<file path="src/rtl/ofdm_scrambler_if.sv">
// Bit-stream interface around the OFDM scrambler.
// Carries the serial input stream (scram_din/_vld/_rdy) and the scrambled output stream
// (scram_dout/_vld/_rdy) together with its per-bit sideband: symbol index, symbol-last and
// frame-last flags.
//   slave  : scrambler view (consumes scram_din, produces scram_dout)
//   master : environment view (produces scram_din, consumes scram_dout)
interface ofdm_scrambler_if;
    logic       scram_din;
    logic       scram_din_vld;
    logic       scram_din_rdy;
    logic       scram_dout;
    logic       scram_dout_vld;
    logic       scram_dout_rdy;
    logic [7:0] scram_dout_symb_cnt;
    logic       scram_dout_symb_last;
    logic       scram_dout_frame_last;

    modport slave (
        input  scram_din, scram_din_vld, scram_dout_rdy,
        output scram_din_rdy, scram_dout, scram_dout_vld,
        output scram_dout_symb_cnt, scram_dout_symb_last, scram_dout_frame_last
    );

    modport master (
        output scram_din, scram_din_vld, scram_dout_rdy,
        input  scram_din_rdy, scram_dout, scram_dout_vld,
        input  scram_dout_symb_cnt, scram_dout_symb_last, scram_dout_frame_last
    );
endinterface

</file>
<file path="src/rtl/ofdm_scrambler.sv">
// TX-side OFDM data-field scrambler (x^7 + x^4 + 1 additive LFSR).
// Scrambles the serial SERVICE+PSDU stream, appends 6 zero tail bits and scrambled pad bits
// up to a whole symbol, and tags every output bit with symbol index and last flags.
// Ports:
//   clk, rst  : clock, synchronous active-high reset
//   start     : frame start pulse (ignored while busy)
//   psdu_len  : PSDU length in bytes, sampled on start
//   seed      : LFSR seed, sampled on start; 0 selects DEFAULT_SEED
//   scram_bypass : (only with OFDM_SCRAMBLER_BYPASS_EN) pass data unscrambled, sampled on start
//   busy      : frame in progress or last bit not yet accepted
//   strm      : input/output bit streams (ofdm_scrambler_if, slave side)
// Optional feature macro: OFDM_SCRAMBLER_BYPASS_EN.
module ofdm_scrambler #(
    parameter int unsigned N_DBPS          = 96,
    parameter int unsigned FIRST_DATA_SYMB = 4,
    parameter logic [6:0]  DEFAULT_SEED    = 7'b1011101
) (
    input  logic              clk,
    input  logic              rst,
    input  logic              start,
    input  logic [11:0]       psdu_len,
    input  logic [6:0]        seed,
`ifdef OFDM_SCRAMBLER_BYPASS_EN
    input  logic              scram_bypass,
`endif
    output logic              busy,
    ofdm_scrambler_if.slave   strm
);

    localparam int unsigned   SBW     = (N_DBPS > 1) ? $clog2(N_DBPS) : 1;
    localparam logic [SBW-1:0] LastBit = SBW'(N_DBPS - 1);

    typedef enum logic [1:0] {StIdle, StData, StTail, StPad} state_t;

    state_t         state_q, state_d;
    logic [6:0]     lfsr_q;
    logic [15:0]    data_left_q;
    logic [2:0]     tail_cnt_q;
    logic [SBW-1:0] symb_bit_q;
    logic [7:0]     symb_cnt_q;
    logic           bypass;

    logic           dout_q, dout_vld_q, symb_last_q, frame_last_q;
    logic [7:0]     dout_symb_cnt_q;

    logic           can_emit, fb, symb_wrap;
    logic           gen, gen_bit, gen_last, start_acc;

`ifdef OFDM_SCRAMBLER_BYPASS_EN
    logic bypass_q;
    assign bypass = bypass_q;
`else
    assign bypass = 1'b0;
`endif

    always_comb begin
        can_emit  = !dout_vld_q || strm.scram_dout_rdy;
        fb        = lfsr_q[6] ^ lfsr_q[3];
        symb_wrap = (symb_bit_q == LastBit);
        state_d   = state_q;
        gen       = 1'b0;
        gen_bit   = 1'b0;
        gen_last  = 1'b0;
        start_acc = 1'b0;
        unique case (state_q)
            StIdle: begin
                // In IDLE busy is only held up by a not-yet-accepted final bit.
                start_acc = start && !dout_vld_q;
                if (start_acc) state_d = StData;
            end
            StData: begin
                if (strm.scram_din_vld && can_emit) begin
                    gen     = 1'b1;
                    gen_bit = bypass ? strm.scram_din : (strm.scram_din ^ fb);
                    if (data_left_q == 16'd1) state_d = StTail;
                end
            end
            StTail: begin
                if (can_emit) begin
                    gen = 1'b1;
                    if (tail_cnt_q == 3'd5) begin
                        if (symb_wrap) begin
                            gen_last = 1'b1;
                            state_d  = StIdle;
                        end else begin
                            state_d = StPad;
                        end
                    end
                end
            end
            StPad: begin
                if (can_emit) begin
                    gen     = 1'b1;
                    gen_bit = bypass ? 1'b0 : fb;
                    if (symb_wrap) begin
                        gen_last = 1'b1;
                        state_d  = StIdle;
                    end
                end
            end
            default: state_d = StIdle;
        endcase
    end

    // The FSM drops to IDLE once the final bit is generated; busy stays high through
    // scram_dout_vld until that bit is accepted, so a start is not taken before then.
    always_ff @(posedge clk) begin
        if (rst) begin
            state_q         <= StIdle;
            lfsr_q          <= DEFAULT_SEED;
            data_left_q     <= '0;
            tail_cnt_q      <= '0;
            symb_bit_q      <= '0;
            symb_cnt_q      <= '0;
            dout_q          <= 1'b0;
            dout_vld_q      <= 1'b0;
            dout_symb_cnt_q <= '0;
            symb_last_q     <= 1'b0;
            frame_last_q    <= 1'b0;
`ifdef OFDM_SCRAMBLER_BYPASS_EN
            bypass_q        <= 1'b0;
`endif
        end else begin
            state_q <= state_d;
            if (start_acc) begin
                lfsr_q      <= (seed == 7'd0) ? DEFAULT_SEED : seed;
                data_left_q <= 16'd16 + {1'b0, psdu_len, 3'b000};
                tail_cnt_q  <= '0;
                symb_bit_q  <= '0;
                symb_cnt_q  <= 8'(FIRST_DATA_SYMB);
`ifdef OFDM_SCRAMBLER_BYPASS_EN
                bypass_q    <= scram_bypass;
`endif
            end
            if (gen) begin
                lfsr_q <= {lfsr_q[5:0], fb};
                if (state_q == StData) data_left_q <= data_left_q - 16'd1;
                if (state_q == StTail) tail_cnt_q <= tail_cnt_q + 3'd1;
                symb_bit_q      <= symb_wrap ? '0 : symb_bit_q + 1'b1;
                if (symb_wrap) symb_cnt_q <= symb_cnt_q + 8'd1;
                dout_q          <= gen_bit;
                dout_vld_q      <= 1'b1;
                dout_symb_cnt_q <= symb_cnt_q;
                symb_last_q     <= symb_wrap;
                frame_last_q    <= gen_last;
            end else if (strm.scram_dout_rdy) begin
                dout_vld_q <= 1'b0;
            end
        end
    end

    assign strm.scram_din_rdy         = (state_q == StData) && can_emit;
    assign strm.scram_dout            = dout_q;
    assign strm.scram_dout_vld        = dout_vld_q;
    assign strm.scram_dout_symb_cnt   = dout_symb_cnt_q;
    assign strm.scram_dout_symb_last  = symb_last_q;
    assign strm.scram_dout_frame_last = frame_last_q;
    assign busy                       = (state_q != StIdle) || dout_vld_q;

endmodule

</file>
<file path="src/flat_wrapper.sv">
// flat-port wrapper written by rule: the top's interface ports become plain ports
module ofdm_scrambler_flat 
#(
    parameter int unsigned N_DBPS          = 96,
    parameter int unsigned FIRST_DATA_SYMB = 4,
    parameter logic [6:0]  DEFAULT_SEED    = 7'b1011101
)
  (clk, rst, start, psdu_len, seed, busy, strm_scram_din, strm_scram_din_vld, strm_scram_dout_rdy, strm_scram_din_rdy, strm_scram_dout, strm_scram_dout_vld, strm_scram_dout_symb_cnt, strm_scram_dout_symb_last, strm_scram_dout_frame_last);
  ofdm_scrambler_if strm_i ();
  input  logic clk;
  input  logic rst;
  input  logic start;
  input  logic [11:0] psdu_len;
  input  logic [6:0] seed;
  output logic busy;
  input wire logic [$bits(strm_i.scram_din)-1:0] strm_scram_din;
  input wire logic [$bits(strm_i.scram_din_vld)-1:0] strm_scram_din_vld;
  input wire logic [$bits(strm_i.scram_dout_rdy)-1:0] strm_scram_dout_rdy;
  output wire logic [$bits(strm_i.scram_din_rdy)-1:0] strm_scram_din_rdy;
  output wire logic [$bits(strm_i.scram_dout)-1:0] strm_scram_dout;
  output wire logic [$bits(strm_i.scram_dout_vld)-1:0] strm_scram_dout_vld;
  output wire logic [$bits(strm_i.scram_dout_symb_cnt)-1:0] strm_scram_dout_symb_cnt;
  output wire logic [$bits(strm_i.scram_dout_symb_last)-1:0] strm_scram_dout_symb_last;
  output wire logic [$bits(strm_i.scram_dout_frame_last)-1:0] strm_scram_dout_frame_last;
  assign strm_i.scram_din = strm_scram_din;
  assign strm_i.scram_din_vld = strm_scram_din_vld;
  assign strm_i.scram_dout_rdy = strm_scram_dout_rdy;
  assign strm_scram_din_rdy = strm_i.scram_din_rdy;
  assign strm_scram_dout = strm_i.scram_dout;
  assign strm_scram_dout_vld = strm_i.scram_dout_vld;
  assign strm_scram_dout_symb_cnt = strm_i.scram_dout_symb_cnt;
  assign strm_scram_dout_symb_last = strm_i.scram_dout_symb_last;
  assign strm_scram_dout_frame_last = strm_i.scram_dout_frame_last;
  ofdm_scrambler #(.N_DBPS(N_DBPS), .FIRST_DATA_SYMB(FIRST_DATA_SYMB), .DEFAULT_SEED(DEFAULT_SEED)) u_core (.clk(clk), .rst(rst), .start(start), .psdu_len(psdu_len), .seed(seed), .busy(busy), .strm(strm_i));
endmodule
</file>
<file path="config.mk">
export PLATFORM = sky130hd
export DESIGN_NAME = ofdm_scrambler_flat
export DESIGN_NICKNAME = d
export VERILOG_FILES = /design/src/rtl/ofdm_scrambler_if.sv /design/src/rtl/ofdm_scrambler.sv /design/src/flat_wrapper.sv
export SDC_FILE = /design/constraint.sdc
export NUM_CORES = 1
export LEC_CHECK = 0
export BUFFER_PORTS_ARGS = -buffer_cell sky130_fd_sc_hd__buf_2
export CORE_MARGIN = 10
export CORE_UTILIZATION = 44
export CTS_CLUSTER_DIAMETER = 30
export DETAILED_ROUTE_END_ITERATION = 10
export PLACE_DENSITY = 0.65
export RECOVER_POWER = 50
export SLEW_MARGIN = 20
export SYNTH_ARGS = -nofsm -noshare
export SYNTH_HDL_FRONTEND = slang
export SYNTH_SLANG_ARGS = --single-unit
export TNS_END_PERCENT = 10
</file>
<file path="constraint.sdc">
create_clock -name clk -period 2.3 [get_ports clk]
set_clock_uncertainty 0.2 [all_clocks]
set_input_delay 0.46 -clock clk [delete_from_list [all_inputs] [get_ports clk]]
set_output_delay 0.46 -clock clk [all_outputs]
set_load 0.02 [all_outputs]
</file>
# [After elaboration in Yosys (flattened, before gate mapping)]
# Index checks and enable logic that the tools add are counted.
[totals] ramBits=0 regBits=55 rom_bits=0 inputBits=25 memories=0 elab_cells=82 latchBits=0
[op_classes] n_reduce_logical=13 muxes=38 n_lt_le_gt_ge=0 n_shift=0 bitwise_logic=2 eq_ne=13 n_mul=0 add_sub_neg=5 div=0
[ops] operator="16-bit 2-to-1 mux" count=3
[ops] operator="7-bit 2-to-1 mux" count=6
[ops] operator="8-bit 2-to-1 mux" count=3
[ops] operator="5-bit by 15-bit adder with 16-bit output (first input constant)" count=1
[ops] operator="16-bit by 1-bit == test with 1-bit output (second input constant)" count=1
[ops] operator="2-bit 2-to-1 mux" count=8
[ops] operator="16-bit by 1-bit subtractor with 16-bit output (second input constant)" count=1
[ops] operator="2-bit by 1-bit inequality test with 1-bit output (second input constant)" count=7
[ops] operator="1-bit 2-to-1 mux" count=11
[ops] operator="3-bit 2-to-1 mux" count=3
[ops] operator="8-bit by 1-bit adder with 8-bit output (second input constant)" count=1
[ops] operator="2-bit case mux with 4 select lines" count=1
[ops] operator="7-bit by 1-bit adder with 7-bit output (second input constant)" count=1
[ops] operator="7-bit == test (second input constant)" count=1
[ops] operator="7-bit zero test" count=1
[ops] operator="7-bit AND reduction" count=1
[ops] operator="1-bit case mux with 2 select lines" count=3
[ops] operator="2-bit nonzero test" count=3
[ops] operator="2-bit == test (second input constant)" count=2
[ops] operator="3-bit by 1-bit adder with 3-bit output (second input constant)" count=1
[ops] operator="3-bit == test (second input constant)" count=1
[ops] operator="1-bit logical AND" count=3
[ops] operator="2-bit by 1-bit == test with 1-bit output (second input constant)" count=1
[ops] operator="2-bit zero test" count=1
[ops] operator="4 further kinds" count=6

# [Depth between registers and ports, before layout]
# Gate-level depths: netlist (run 1).
[logic_depth] word_depth=6 depth_mapped=7

# [Least setup slack after synthesis (run 1)]
# Ideal clock, no wire load.
[synth_path] kind="register to register" startpoint="reg u_core.symb_bit_q[0]" endpoint="reg u_core.symb_cnt_q[7]" t_required_ns=1.976 synth_period_minus_slack_ns=1.994 path_buffers=0 path_slack_ns=0.306 setup_time_ns=0.124 stages_incl_launch_ff=7 arrival_time_ns=1.670 path_cell_list="dfxtp_1 ha_1 and4b_4 nand4_4 or4_4 nand4b_1 o31ai_2"
[synth_via] elab_chain_cells=3
[synth_lines] item="from (decl)" line="ofdm_scrambler.sv:39" rtl="logic [SBW-1:0] symb_bit_q;"
[synth_lines] item="from (signal assigned)" line="ofdm_scrambler.sv:139" rtl="symb_bit_q <= symb_wrap ? '0 : symb_bit_q + 1'b1;"
[synth_lines] item="7-bit == test" line="ofdm_scrambler.sv:59" rtl="symb_wrap = (symb_bit_q == LastBit);"
[synth_lines] item="8-bit 2-to-1 mux" line="ofdm_scrambler.sv:140" rtl="if (symb_wrap) symb_cnt_q <= symb_cnt_q + 8'd1;"
[synth_lines] item="8-bit 2-to-1 mux" line="ofdm_scrambler.sv:135" rtl="if (gen) begin"
[synth_lines] item="to (signal assigned)" line="ofdm_scrambler.sv:130" rtl="symb_cnt_q <= 8'(FIRST_DATA_SYMB);"
[synth_lines] item="to (signal assigned)" line="ofdm_scrambler.sv:140"
[synth_lines] item="to (decl)" line="ofdm_scrambler.sv:40" rtl="logic [7:0] symb_cnt_q;"
# Every way passes these cells.
# A chain may end at the register's enable or synchronous reset.

# [Worst setup path in the final report (run 1)]
# Same ends and word-level chain as after synthesis.

==> impl_metrics.prom, run 1 <==
# TYPE chip_impl_metric gauge
chip_impl_metric{name="regToRegSetupSlack",unit="ps"} 170
chip_impl_info{name="tritoncts",value="yes"} 1
chip_impl_metric{name="clock_latency",unit="ps"} 320
chip_impl_metric{name="dpl.hpwl",unit="µm"} 5260
chip_impl_metric{name="critical_path_arrival",unit="ps"} 2140
chip_impl_metric{name="power_report.internal_total",unit="mW"} 1.38
chip_impl_metric{name="grt_antenna_before_repair",unit=""} 0
chip_impl_metric{name="synth_area",unit="µm²"} 2980
chip_impl_metric{name="multi_input_comb_area",unit="µm²"} 1760
chip_impl_metric{name="die_width",unit="µm"} 102
chip_impl_info{name="worst_setup_path_end_kind",value="flip-flop"} 1
chip_impl_info{name="worst-setup-path-type",value="flip-flop to flip-flop"} 1
chip_impl_metric{name="share_of_power_burned_in_the_clock_network",unit="%"} 28.1
chip_impl_metric{name="timing.final.max_slew_violations",unit=""} 0
chip_impl_info{name="mostFrequentLayoutCell",value="sky130_fd_sc_hd__dfxtp_1"} 1
chip_impl_metric{name="ys_warn_count",unit=""} 0
chip_impl_metric{name="worst-r2r-cell-count",unit=""} 6
chip_impl_metric{name="report.final.hold_viol_count",unit=""} 0
chip_impl_metric{name="place_ws",unit="ps"} 183
chip_impl_metric{name="avgViaCountPerCell",unit=""} 5.84
chip_impl_metric{name="wire_length_of_the_first_global_routing_pass",unit="µm"} 11900
chip_impl_metric{name="die_h",unit="µm"} 102
chip_impl_metric{name="cp.required",unit="ps"} 2310
chip_impl_metric{name="min_delay_path_depth",unit=""} 3
chip_impl_metric{name="ys_async_sr_fraction",unit="%"} 0
chip_impl_metric{name="report.final.setup_viol",unit=""} 0
chip_impl_metric{name="fin_tns_setup",unit="ps"} 0
chip_impl_metric{name="drive_above_1_share",unit="%"} 14.0
chip_impl_metric{name="critical_path_peak_fanout",unit=""} 8
chip_impl_metric{name="synthToLayoutAreaGrowth",unit="%"} 11.2
chip_impl_metric{name="final_critical_path_time_including_i_o_delays_and_setup",unit="ps"} 2130
chip_impl_metric{name="share_seq_of_total_power",unit="%"} 51.8
chip_impl_metric{name="syn-instance-count",unit=""} 370
chip_impl_metric{name="drt_wl_total",unit="µm"} 7070
chip_impl_metric{name="max-cap-violations",unit=""} 0
chip_impl_metric{name="power.density_cell_area",unit="nW/µm²"} 605
chip_impl_metric{name="drc_errors",unit=""} 0
chip_impl_metric{name="cts_made_buffers",unit=""} 5
chip_impl_metric{name="synthesis.nets",unit=""} 402
chip_impl_metric{name="detailroute.via_count",unit=""} 2821
chip_impl_metric{name="max-vdd-ir-drop",unit="mV"} 0.294
chip_impl_metric{name="p_switching",unit="µW"} 627
chip_impl_metric{name="number_of_distinct_library_cells_after_synthesis",unit=""} 60
chip_impl_metric{name="core_area",unit="µm²"} 6460
chip_impl_metric{name="drt-pass1-iter-count",unit=""} 4
chip_impl_metric{name="place_congestion",unit=""} 0.806
chip_impl_metric{name="first_global_vias",unit=""} 2589
chip_impl_info{name="critical_path.cell_chain",value="ha_1, and4b_4, nand4_4, or4_4, nand4b_1, o31ai_2"} 1
chip_impl_metric{name="average_footprint_of_a_synthesized_cell",unit="µm²"} 8.04
chip_impl_metric{name="io_pins",unit=""} 39
chip_impl_info{name="unrepaired_setup_endpoints_after_global_routing",value="no"} 1
chip_impl_metric{name="dieArea",unit="µm²"} 10500
chip_impl_metric{name="antenna_violating_nets_post_route",unit=""} 0
chip_impl_metric{name="fmax",unit="GHz"} 0.470
chip_impl_metric{name="edff_count_synth",unit=""} 0
chip_impl_metric{name="max-slew-margin-rel",unit="%"} 51.0
chip_impl_metric{name="globalRoute.totalOverflow",unit=""} 0
chip_impl_info{name="setup.worst_path.start_class",value="flip-flop"} 1
chip_impl_metric{name="grt.total_usage",unit="%"} 13.8
chip_impl_metric{name="ctsHtreeMaxLevel",unit=""} 2
chip_impl_metric{name="nets_final",unit=""} 437
chip_impl_metric{name="timing.final.crit_share",unit="%"} 92.6
chip_impl_metric{name="tightest_slew",unit="ps"} 731
chip_impl_metric{name="placed_area",unit="µm²"} 3250
chip_impl_metric{name="worst_setup_hold_path_clk_slew",unit="ps"} 110
chip_impl_metric{name="start_util",unit="%"} 46.1
chip_impl_metric{name="fin_area",unit="µm²"} 3310
chip_impl_metric{name="grt_start_max_net_pins",unit=""} 34
chip_impl_metric{name="detailedRoute.firstIterationViolations",unit=""} 159
chip_impl_metric{name="setup_slack",unit="ps"} 171
chip_impl_info{name="yosys_most_used_dff",value="sky130_fd_sc_hd__dfxtp_1"} 1
chip_impl_metric{name="cellLeakagePower",unit="nW"} 1.19
chip_impl_metric{name="ctsHoldBuffers",unit=""} 0
chip_impl_metric{name="port-buffer-count",unit=""} 38
chip_impl_metric{name="row_count",unit=""} 29
chip_impl_metric{name="sw_frac_of_total",unit="%"} 31.3
chip_impl_metric{name="critical-path-max-stage-delay",unit="ps"} 560
chip_impl_info{name="timing.hold.worst.class",value="input pin to flip-flop"} 1
chip_impl_metric{name="cts_sink_count",unit=""} 55
chip_impl_metric{name="wl_per_cell",unit="µm"} 14.6
chip_impl_metric{name="number_of_antenna_repair_diodes",unit=""} 0
chip_impl_info{name="crit_slowest_cell",value="sky130_fd_sc_hd__or4_4"} 1
chip_impl_metric{name="synth-seq-area-share",unit="%"} 37.0
chip_impl_metric{name="ctsLongestPathBuffers",unit=""} 2
chip_impl_metric{name="seq_area",unit="µm²"} 1100
chip_impl_info{name="layout.cells.most_common_list",value="sky130_fd_sc_hd__dfxtp_1 (54), sky130_fd_sc_hd__a21oi_1 (48), sky130_fd_sc_hd__nand2_1 (44)"} 1
chip_impl_metric{name="ys_seq_elements",unit=""} 55
chip_impl_metric{name="power_frac_comb",unit="%"} 20.1
chip_impl_info{name="root_buffer",value="sky130_fd_sc_hd__clkbuf_8"} 1
chip_impl_info{name="outcome",value="completed"} 1
chip_impl_metric{name="filler_cell_count",unit=""} 683
what timing repair did:
item                                    in CTS  in global routing
endpoints found under the hold margin        0                  0
resized for setup                            0                  1
endpoints found under the setup margin       0                  1
buffers inserted                             0                  0
final timing paths:
kind / start / endpoint
setup / recovery: u_core.symb_bit_q[0]$_SDFFE_PP0P_ / u_core.symb_cnt_q[7]$_SDFF_PP0_
hold / removal: psdu_len[0] / u_core.data_left_q[3]$_SDFF_PP0_
setup reg to reg: u_core.symb_bit_q[0]$_SDFFE_PP0P_ / u_core.symb_cnt_q[7]$_SDFF_PP0_
hold reg to reg: u_core.strm.scram_dout_symb_cnt[7]$_SDFFE_PP0P_ / u_core.strm.scram_dout_symb_cnt[7]$_SDFFE_PP0P_
cells by family (layout without fill, tap and decap cells):
family	count (synthesis)	after routing	share of synthesized area, %
AO/OA/AOI/OAI	105	105	21.8
AND/OR/NAND/NOR	163	163	30.4
buffers and inverters	26	62	3.74
XOR/XNOR	13	13	3.83
flip-flops	55	55	37.0
multiplexers	1	1	0.336
adder cells (fa/ha/maj)	7	7	2.94
registers in the layout, indices dropped and copies added (netlist names):
signal,count
u_core.state_q,2
u_core.tail_cnt_q,3
u_core.strm.scram_dout,1
u_core.symb_bit_q,7
u_core.symb_cnt_q,8
u_core.lfsr_q,7
u_core.data_left_q,16
u_core.strm.scram_dout_frame_last,1
u_core.strm.scram_dout_vld,1
u_core.strm.scram_dout_symb_cnt,8
u_core.strm.scram_dout_symb_last,1
critical path: cells and delay by family (launching register included):
kind	cells	cell delay, ps
adder cells (fa/ha/maj)	1	240
flip-flops	1	380
AO/OA/AOI/OAI	1	70
AND/OR/NAND/NOR	4	1140
metal layers:
metal	routed length (µm)	GRT usage (%)	share of wire [%]
met3	333	3.31	4.7
met5	0	0	0
met2	3220	21.9	46
met1	3460	18.1	49
met4	56	3.90	0.79
metrics by stage:
stage / power [mW] / std cells / hold WS [ps] / utilization [%]
after floorplan: 1.35 / 370 / 237 / -
after global placement: 1.46 / 475 / 243 / 50.3
after detailed placement: 1.47 / 475 / 248 / 50.3
after CTS: 2.03 / 483 / 208 / 51.8
after global routing: 2.12 / 483 / 231 / 51.2
final: 2.00 / 483 / 216 / 51.2
power by group through the flow:
stage,Clock (mW),Sequential [mW],Combinational [mW]
global route,0.618,1.05,0.453
detailed placement,0,1.06,0.408
finish,0.563,1.04,0.402
global placement,0,1.06,0.403
CTS,0.585,1.04,0.409
floorplan,0,1.05,0.295
synth_stat cells (all sizes together) (6+ instances only):
library cell  count  share of area (%)
dfxtp            55                 37
a21oi            49                8.4
nand2            44                5.6
nor2             36                4.9
nand3            18                3.2
o21ai            16                2.7
a31oi            13                2.9
buf              11                1.9
nor3             10                2.1
clkbuf            9                1.1
nand4             8                2.2
xnor2             8                2.4
and3              7                1.5
ha                7                2.9
inv               6               0.76
or3               6                1.4
final cells by class:
class                           count  area share [%]
Clock inverter                      3           0.832
Tap cell                           77            2.91
Sequential cell                    55            33.3
Clock buffer                        5            2.08
Timing Repair Buffer               48            7.15
Inverter                            6           0.681
Multi-Input combinational cell    289            53.0
Power figures use the tool's default switching activity.
==> inputs of run 2 (changes only) <==
--- a/config.mk
+++ b/config.mk
@@ -7,10 +7,10 @@
 export LEC_CHECK = 0
 export BUFFER_PORTS_ARGS = -buffer_cell sky130_fd_sc_hd__buf_2
 export CORE_MARGIN = 10
-export CORE_UTILIZATION = 44
+export CORE_UTILIZATION = 35
 export CTS_CLUSTER_DIAMETER = 30
 export DETAILED_ROUTE_END_ITERATION = 10
-export PLACE_DENSITY = 0.65
+export PLACE_DENSITY = 0.54
 export RECOVER_POWER = 50
 export SLEW_MARGIN = 20
 export SYNTH_ARGS = -nofsm -noshare
==> impl_metrics.prom, run 2 (synthesized netlist as in run 1, its figures left out) <==
# TYPE chip_impl_metric gauge
chip_impl_info{name="outcome",value="completed"} 1
chip_impl_metric{name="critical_path.n_buffers_inverters",unit=""} 2
chip_impl_metric{name="die_h",unit="µm"} 112
chip_impl_metric{name="final_critical_path_time_including_i_o_delays_and_setup",unit="ps"} 2160
chip_impl_info{name="layout.cells.most_common_list",value="sky130_fd_sc_hd__dfxtp_1 (54), sky130_fd_sc_hd__a21oi_1 (48), sky130_fd_sc_hd__nand2_1 (44)"} 1
chip_impl_metric{name="wire_length_of_the_first_global_routing_pass",unit="µm"} 12900
chip_impl_info{name="mostFrequentLayoutCell",value="sky130_fd_sc_hd__dfxtp_1"} 1
chip_impl_metric{name="place_ws",unit="ps"} 174
chip_impl_info{name="root_buffer",value="sky130_fd_sc_hd__clkbuf_8"} 1
chip_impl_metric{name="detailroute.via_count",unit=""} 2824
chip_impl_metric{name="cellLeakagePower",unit="nW"} 1.23
chip_impl_metric{name="setup_fix_bufs_post_cts",unit=""} 0
chip_impl_info{name="setup.worst_path.start_class",value="flip-flop"} 1
chip_impl_metric{name="tightest_slew",unit="ps"} 512
chip_impl_info{name="min_delay_worst_endpoint",value="u_core.data_left_q[3]$_SDFF_PP0_"} 1
chip_impl_metric{name="clock_latency",unit="ps"} 310
chip_impl_metric{name="globalRoute.totalOverflow",unit=""} 0
chip_impl_metric{name="fmax",unit="GHz"} 0.462
chip_impl_info{name="critical_path.cell_chain",value="nand2b_2, clkbuf_1, and2_1, buf_2"} 1
chip_impl_metric{name="sum_of_met2_wire_segment_lengths_after_detailed_routing",unit="µm"} 3510
chip_impl_metric{name="report.final.hold_viol_count",unit=""} 0
chip_impl_metric{name="stdcell_count",unit=""} 514
chip_impl_metric{name="worst_setup_hold_path_clk_slew",unit="ps"} 110
chip_impl_metric{name="core_area",unit="µm²"} 8260
chip_impl_info{name="top_register",value="u_core.data_left_q"} 1
chip_impl_metric{name="io_pins",unit=""} 39
chip_impl_metric{name="min_delay_path_depth",unit=""} 3
chip_impl_metric{name="cts_made_buffers",unit=""} 5
chip_impl_metric{name="port-buffer-count",unit=""} 38
chip_impl_metric{name="max-cap-violations",unit=""} 0
chip_impl_metric{name="max-slew-margin-rel",unit="%"} 65.7
chip_impl_metric{name="avgViaCountPerCell",unit=""} 5.49
chip_impl_metric{name="seq_area",unit="µm²"} 1100
chip_impl_metric{name="number_of_antenna_repair_diodes",unit=""} 0
chip_impl_info{name="routed.top_layer",value="met4"} 1
chip_impl_metric{name="filler_cell_count",unit=""} 894
chip_impl_metric{name="row_count",unit=""} 33
chip_impl_metric{name="cp.required",unit="ps"} 1640
chip_impl_metric{name="grt.total_usage",unit="%"} 11.9
chip_impl_metric{name="cts_sink_count",unit=""} 55
chip_impl_metric{name="setup_slack",unit="ps"} 136
chip_impl_metric{name="dieArea",unit="µm²"} 12600
chip_impl_metric{name="timing.final.crit_share",unit="%"} 94.1
chip_impl_metric{name="critical_path_arrival",unit="ps"} 1500
chip_impl_metric{name="first_global_vias",unit=""} 2650
chip_impl_info{name="timing.hold.worst.class",value="input pin to flip-flop"} 1
chip_impl_info{name="worst_hold_startpoint",value="psdu_len[0]"} 1
chip_impl_metric{name="dp.cells",unit=""} 506
chip_impl_info{name="cpLargestDelayFamily",value="flip-flops"} 1
chip_impl_metric{name="timing.final.max_slew_violations",unit=""} 0
chip_impl_metric{name="critical_path_peak_fanout",unit=""} 8
chip_impl_metric{name="ctsHtreeMaxLevel",unit=""} 2
chip_impl_metric{name="drive_above_1_share",unit="%"} 14.9
chip_impl_metric{name="die_width",unit="µm"} 112
chip_impl_metric{name="detailedRoute.firstIterationViolations",unit=""} 138
chip_impl_metric{name="route.layer.met1.wl",unit="µm"} 3900
chip_impl_info{name="crit_slowest_cell",value="sky130_fd_sc_hd__dfxtp_1"} 1
chip_impl_metric{name="dpl.hpwl",unit="µm"} 5600
chip_impl_metric{name="worst-r2r-cell-count",unit=""} 6
chip_impl_metric{name="nets_final",unit=""} 440
chip_impl_metric{name="report.final.setup_viol",unit=""} 0
chip_impl_metric{name="max-vdd-ir-drop",unit="mV"} 0.228
chip_impl_metric{name="drt_wl_total",unit="µm"} 7750
chip_impl_metric{name="multi_input_comb_area",unit="µm²"} 1760
chip_impl_metric{name="regToRegSetupSlack",unit="ps"} 150
chip_impl_info{name="worst_setup_path_end_kind",value="output port"} 1
chip_impl_info{name="unrepaired_setup_endpoints_after_global_routing",value="no"} 1
chip_impl_metric{name="grt_start_max_net_pins",unit=""} 28
chip_impl_metric{name="power.density_cell_area",unit="nW/µm²"} 630
chip_impl_metric{name="critical-path-max-stage-delay",unit="ps"} 460
chip_impl_metric{name="place_congestion",unit=""} 0.776
chip_impl_metric{name="hold-worst-slack",unit="ps"} 215
chip_impl_metric{name="antenna_violating_nets_post_route",unit=""} 0
chip_impl_metric{name="met3_wirelength",unit="µm"} 271
chip_impl_info{name="r2r_start",value="u_core.symb_bit_q[0]$_SDFFE_PP0P_"} 1
chip_impl_info{name="worst-setup-path-type",value="flip-flop to output port"} 1
chip_impl_info{name="worst_r2r_endpoint",value="u_core.symb_cnt_q[7]$_SDFF_PP0_"} 1
chip_impl_metric{name="largest_register_ffs",unit=""} 16
chip_impl_metric{name="fin_tns_setup",unit="ps"} 0
chip_impl_info{name="tritoncts",value="yes"} 1
chip_impl_metric{name="drc_errors",unit=""} 0
chip_impl_metric{name="drt-pass1-iter-count",unit=""} 5
chip_impl_metric{name="start_util",unit="%"} 36.0
chip_impl_metric{name="ctsLongestPathBuffers",unit=""} 2
chip_impl_metric{name="wl_per_cell",unit="µm"} 15.1
chip_impl_metric{name="grt_antenna_before_repair",unit=""} 0
chip_impl_metric{name="synthToLayoutAreaGrowth",unit="%"} 15.0
## run 2: changes by cell type in the layout (fill, tap and decap cells not counted), sizes merged
cell / delta
clkinvlp: -1
clkinv: -1
bufinv: +1
buf: +4
## run 2: how the worst max path moves through the flow
stage	start	to	slack (ps)	cells past startpoint
CTS	u_core.state_q[1]$_SDFFE_PP0P_	strm_scram_din_rdy	60	3
global placement	u_core.symb_bit_q[0]$_SDFFE_PP0P_	u_core.symb_cnt_q[7]$_SDFF_PP0_	200	6
finish	u_core.strm.scram_dout_vld$_SDFFE_PP0P_	strm_scram_din_rdy	140	4
detailed placement	u_core.symb_bit_q[0]$_SDFFE_PP0P_	u_core.symb_cnt_q[7]$_SDFF_PP0_	170	6
global route	u_core.symb_bit_q[0]$_SDFFE_PP0P_	u_core.symb_cnt_q[7]$_SDFF_PP0_	30	6
floorplan	u_core.symb_bit_q[0]$_SDFFE_PP0P_	u_core.symb_cnt_q[7]$_SDFF_PP0_	310	6
## run 2: worst min-delay path: cells and delay by family
| kind | cells | cell delay, ps |
|---|---|---|
| buffers and inverters | 1 | 80 |
| AO/OA/AOI/OAI | 2 | 150 |
## run 2: area by class of cell
cell class	instances	share of cell area, %
flip-flops and latches	55	32.2
multi-input cells	289	51.4
inverters	6	0.658
clock buffers	6	2.41
clock inverters	2	1.13
repair buffers	51	8.34
well taps	105	3.84
## run 2: timing repair
| action | 4_1_cts | 5_1_grt |
|---|---|---|
| gates resized for setup | 0 | 1 |
| endpoints found under the setup margin | 0 | 1 |
| hold buffers | 0 | 0 |
## run 2: where the power goes
group          leakage, nW  internal (mW)  total [mW]  switching [mW]
Sequential           0.448          0.999        1.04          0.0396
Combinational        0.723          0.164       0.421           0.257
Clock               0.0618          0.359       0.696           0.337
## run 2: through the flow
step | area, µm² | total power, mW | util [%]
after floorplan | 2980 | 1.35 | -
after global placement | 3330 | 1.48 | 40.3
after detailed placement | 3330 | 1.48 | 40.3
after CTS | 3450 | 2.19 | 41.8
after global routing | 3420 | 2.27 | 41.4
final | 3420 | 2.15 | 41.4
## run 2: routing by layer
metal	GRT usage [%]	vias up
met5	0	-
met4	2.79	0
met3	2.34	8
met2	18.7	43
met1	16.3	1343
li1	-	1430
==> inputs of run 3 (changes only) <==
==> constraint.sdc (replaced) <==
create_clock -name clk -period 2.2 [get_ports clk]
set_clock_uncertainty 0.2 [all_clocks]
set_input_delay 0.44 -clock clk [delete_from_list [all_inputs] [get_ports clk]]
set_output_delay 0.44 -clock clk [all_outputs]
set_load 0.02 [all_outputs]
==> impl_metrics.prom, run 3 (synthesized netlist as in run 1, its figures left out) <==
# TYPE chip_impl_metric gauge
chip_impl_metric{name="cts_sink_count",unit=""} 55
chip_impl_metric{name="power_report.internal_total",unit="mW"} 1.49
chip_impl_metric{name="drc_errors",unit=""} 0
chip_impl_metric{name="seq_area",unit="µm²"} 1100
chip_impl_metric{name="die_h",unit="µm"} 112
chip_impl_info{name="timing.hold.worst.class",value="input pin to flip-flop"} 1
chip_impl_metric{name="place_ws",unit="ps"} 81.6
chip_impl_metric{name="cp.required",unit="ps"} 2200
chip_impl_metric{name="hold-worst-slack",unit="ps"} 201
chip_impl_metric{name="max-cap-violations",unit=""} 0
chip_impl_metric{name="stdcell_count",unit=""} 517
chip_impl_metric{name="p_switching",unit="µW"} 648
chip_impl_metric{name="setup_fix_bufs_post_cts",unit=""} 0
chip_impl_metric{name="number_of_antenna_repair_diodes",unit=""} 0
chip_impl_metric{name="ctsHtreeMaxLevel",unit=""} 2
chip_impl_metric{name="critical_path_peak_fanout",unit=""} 8
chip_impl_metric{name="ctsLongestPathBuffers",unit=""} 2
chip_impl_info{name="crit_slowest_cell",value="sky130_fd_sc_hd__or4_4"} 1
chip_impl_metric{name="detailroute.via_count",unit=""} 2833
chip_impl_metric{name="dieArea",unit="µm²"} 12600
chip_impl_metric{name="core_area",unit="µm²"} 8260
chip_impl_metric{name="globalRoute.totalOverflow",unit=""} 0
chip_impl_metric{name="report.final.setup_viol",unit=""} 0
chip_impl_metric{name="grt_start_max_net_pins",unit=""} 57
chip_impl_metric{name="min_delay_path_depth",unit=""} 3
chip_impl_metric{name="final_critical_path_time_including_i_o_delays_and_setup",unit="ps"} 2110
chip_impl_info{name="layout.cells.most_common_list",value="sky130_fd_sc_hd__dfxtp_1 (55), sky130_fd_sc_hd__a21oi_1 (48), sky130_fd_sc_hd__nand2_1 (44)"} 1
chip_impl_metric{name="die_width",unit="µm"} 112
chip_impl_metric{name="post_cts_resize_count",unit=""} 0
chip_impl_info{name="cpLargestDelayFamily",value="simple AND/OR/NAND/NOR gates"} 1
chip_impl_metric{name="clock_latency",unit="ps"} 310
chip_impl_metric{name="cts_made_buffers",unit=""} 5
chip_impl_info{name="tritoncts",value="yes"} 1
chip_impl_metric{name="timing.final.crit_share",unit="%"} 95.9
chip_impl_metric{name="worst_setup_hold_path_clk_slew",unit="ps"} 100
chip_impl_info{name="critical_path.cell_chain",value="ha_2, and4b_4, nand4_4, or4_4, nand4b_1, o31ai_2"} 1
chip_impl_metric{name="largest_register_ffs",unit=""} 16
chip_impl_info{name="root_buffer",value="sky130_fd_sc_hd__clkbuf_8"} 1
chip_impl_metric{name="port-buffer-count",unit=""} 38
chip_impl_info{name="mostFrequentLayoutCell",value="sky130_fd_sc_hd__dfxtp_1"} 1
chip_impl_metric{name="cellLeakagePower",unit="nW"} 1.25
chip_impl_metric{name="multi_input_comb_area",unit="µm²"} 1770
chip_impl_metric{name="synthToLayoutAreaGrowth",unit="%"} 15.6
chip_impl_info{name="worst_setup_path_end_kind",value="flip-flop"} 1
chip_impl_metric{name="drt-pass1-iter-count",unit=""} 4
chip_impl_metric{name="avgViaCountPerCell",unit=""} 5.48
chip_impl_metric{name="share_of_power_burned_in_the_clock_network",unit="%"} 28.0
chip_impl_metric{name="worst-r2r-cell-count",unit=""} 6
chip_impl_metric{name="dp.cells",unit=""} 509
chip_impl_info{name="setup.worst_path.start_class",value="flip-flop"} 1
chip_impl_metric{name="setup_slack",unit="ps"} 91.3
chip_impl_metric{name="first_global_vias",unit=""} 2596
chip_impl_metric{name="drt_wl_total",unit="µm"} 7670
chip_impl_metric{name="wire_length_of_the_first_global_routing_pass",unit="µm"} 12800
chip_impl_metric{name="nets_final",unit=""} 443
chip_impl_info{name="top_register",value="u_core.data_left_q"} 1
chip_impl_metric{name="critical_path_depth",unit=""} 6
chip_impl_metric{name="timing.final.max_slew_violations",unit=""} 0
chip_impl_metric{name="max-slew-margin-rel",unit="%"} 71.2
chip_impl_metric{name="fmax",unit="GHz"} 0.474
chip_impl_metric{name="detailedRoute.firstIterationViolations",unit=""} 153
chip_impl_metric{name="antenna_violating_nets_post_route",unit=""} 0
chip_impl_metric{name="grt.total_usage",unit="%"} 11.7
chip_impl_metric{name="critical-path-max-stage-delay",unit="ps"} 550
chip_impl_metric{name="grt_antenna_before_repair",unit=""} 0
chip_impl_metric{name="sw_frac_of_total",unit="%"} 30.4
chip_impl_metric{name="wl_per_cell",unit="µm"} 14.8
chip_impl_metric{name="drive_above_1_share",unit="%"} 16.7
chip_impl_metric{name="io_pins",unit=""} 39
chip_impl_metric{name="critical_path_arrival",unit="ps"} 2110
chip_impl_info{name="worst-setup-path-type",value="flip-flop to flip-flop"} 1
chip_impl_info{name="outcome",value="completed"} 1
chip_impl_metric{name="report.final.hold_viol_count",unit=""} 0
chip_impl_metric{name="share_seq_of_total_power",unit="%"} 50.8
chip_impl_metric{name="filler_cell_count",unit=""} 885
chip_impl_metric{name="power_frac_comb",unit="%"} 21.2
chip_impl_metric{name="dpl.hpwl",unit="µm"} 5540
chip_impl_metric{name="start_util",unit="%"} 36.0
chip_impl_metric{name="max-vdd-ir-drop",unit="mV"} 0.292
chip_impl_metric{name="critical_path.n_buffers_inverters",unit=""} 0
chip_impl_metric{name="tightest_slew",unit="ps"} 430
chip_impl_metric{name="place_congestion",unit=""} 0.784
chip_impl_metric{name="power.density_cell_area",unit="nW/µm²"} 620
chip_impl_metric{name="ctsHoldBuffers",unit=""} 0
chip_impl_metric{name="row_count",unit=""} 33
[run 3: final cells by class]
| class | count | share of cell area, % |
|---|---|---|
| repair buffers | 54 | 9.35 |
| clock buffers | 7 | 2.51 |
| well taps | 105 | 3.82 |
| clock inverters | 1 | 0.255 |
| flip-flops and latches | 55 | 32.0 |
| inverters | 6 | 0.655 |
| multi-input cells | 289 | 51.4 |
[run 3: per-layer routing]
layer	track usage [%]	vias to the layer above	share of wire (%)	routed length, µm
met2	18.0	47	45	3470
met3	2.40	7	3.9	298
met5	0	-	0	0
li1	-	1437	-	-
met1	16.1	1342	50	3820
met4	3.05	0	0.98	75
[run 3: per-stage QoR]
step	area (µm²)	power [mW]	util (%)	setup TNS, ps
after floorplan	2980	1.41	-	0
after global placement	3350	1.55	40.6	0
after detailed placement	3350	1.56	40.6	0
after CTS	3450	2.16	41.8	0
after global routing	3440	2.25	41.7	-1.60
final	3440	2.13	41.7	0
[run 3: path summary, 6_finish.rpt]
check,from,to,slack (ps)
worst max-delay path,u_core.symb_bit_q[0]$_SDFFE_PP0P_,u_core.symb_cnt_q[7]$_SDFF_PP0_,90
worst min-delay path,seed[6],u_core.lfsr_q[6]$_SDFFE_PP1P_,200
worst max register to register,u_core.symb_bit_q[0]$_SDFFE_PP0P_,u_core.symb_cnt_q[7]$_SDFF_PP0_,90
worst min register to register,u_core.strm.scram_dout_symb_cnt[6]$_SDFFE_PP0P_,u_core.strm.scram_dout_symb_cnt[6]$_SDFFE_PP0P_,260
[run 3: worst reg2reg max path: cells and delay by family, from the launching register on]
kind / cells / cell delay (ps)
and+or+nand+nor: 4 / 1130
AOI/OAI and AO/OA: 1 / 70
adders and majority gates: 1 / 240
DFF: 1 / 380
[run 3: power groups by stage]
stage	clock (mW)	sequential (mW)	combinational [mW]
2_1_floorplan	0	1.10	0.308
3_3_place_gp	0	1.10	0.447
3_5_place_dp	0	1.10	0.453
4_1_cts	0.621	1.08	0.455
5_1_grt	0.653	1.09	0.508
6_report	0.598	1.08	0.453
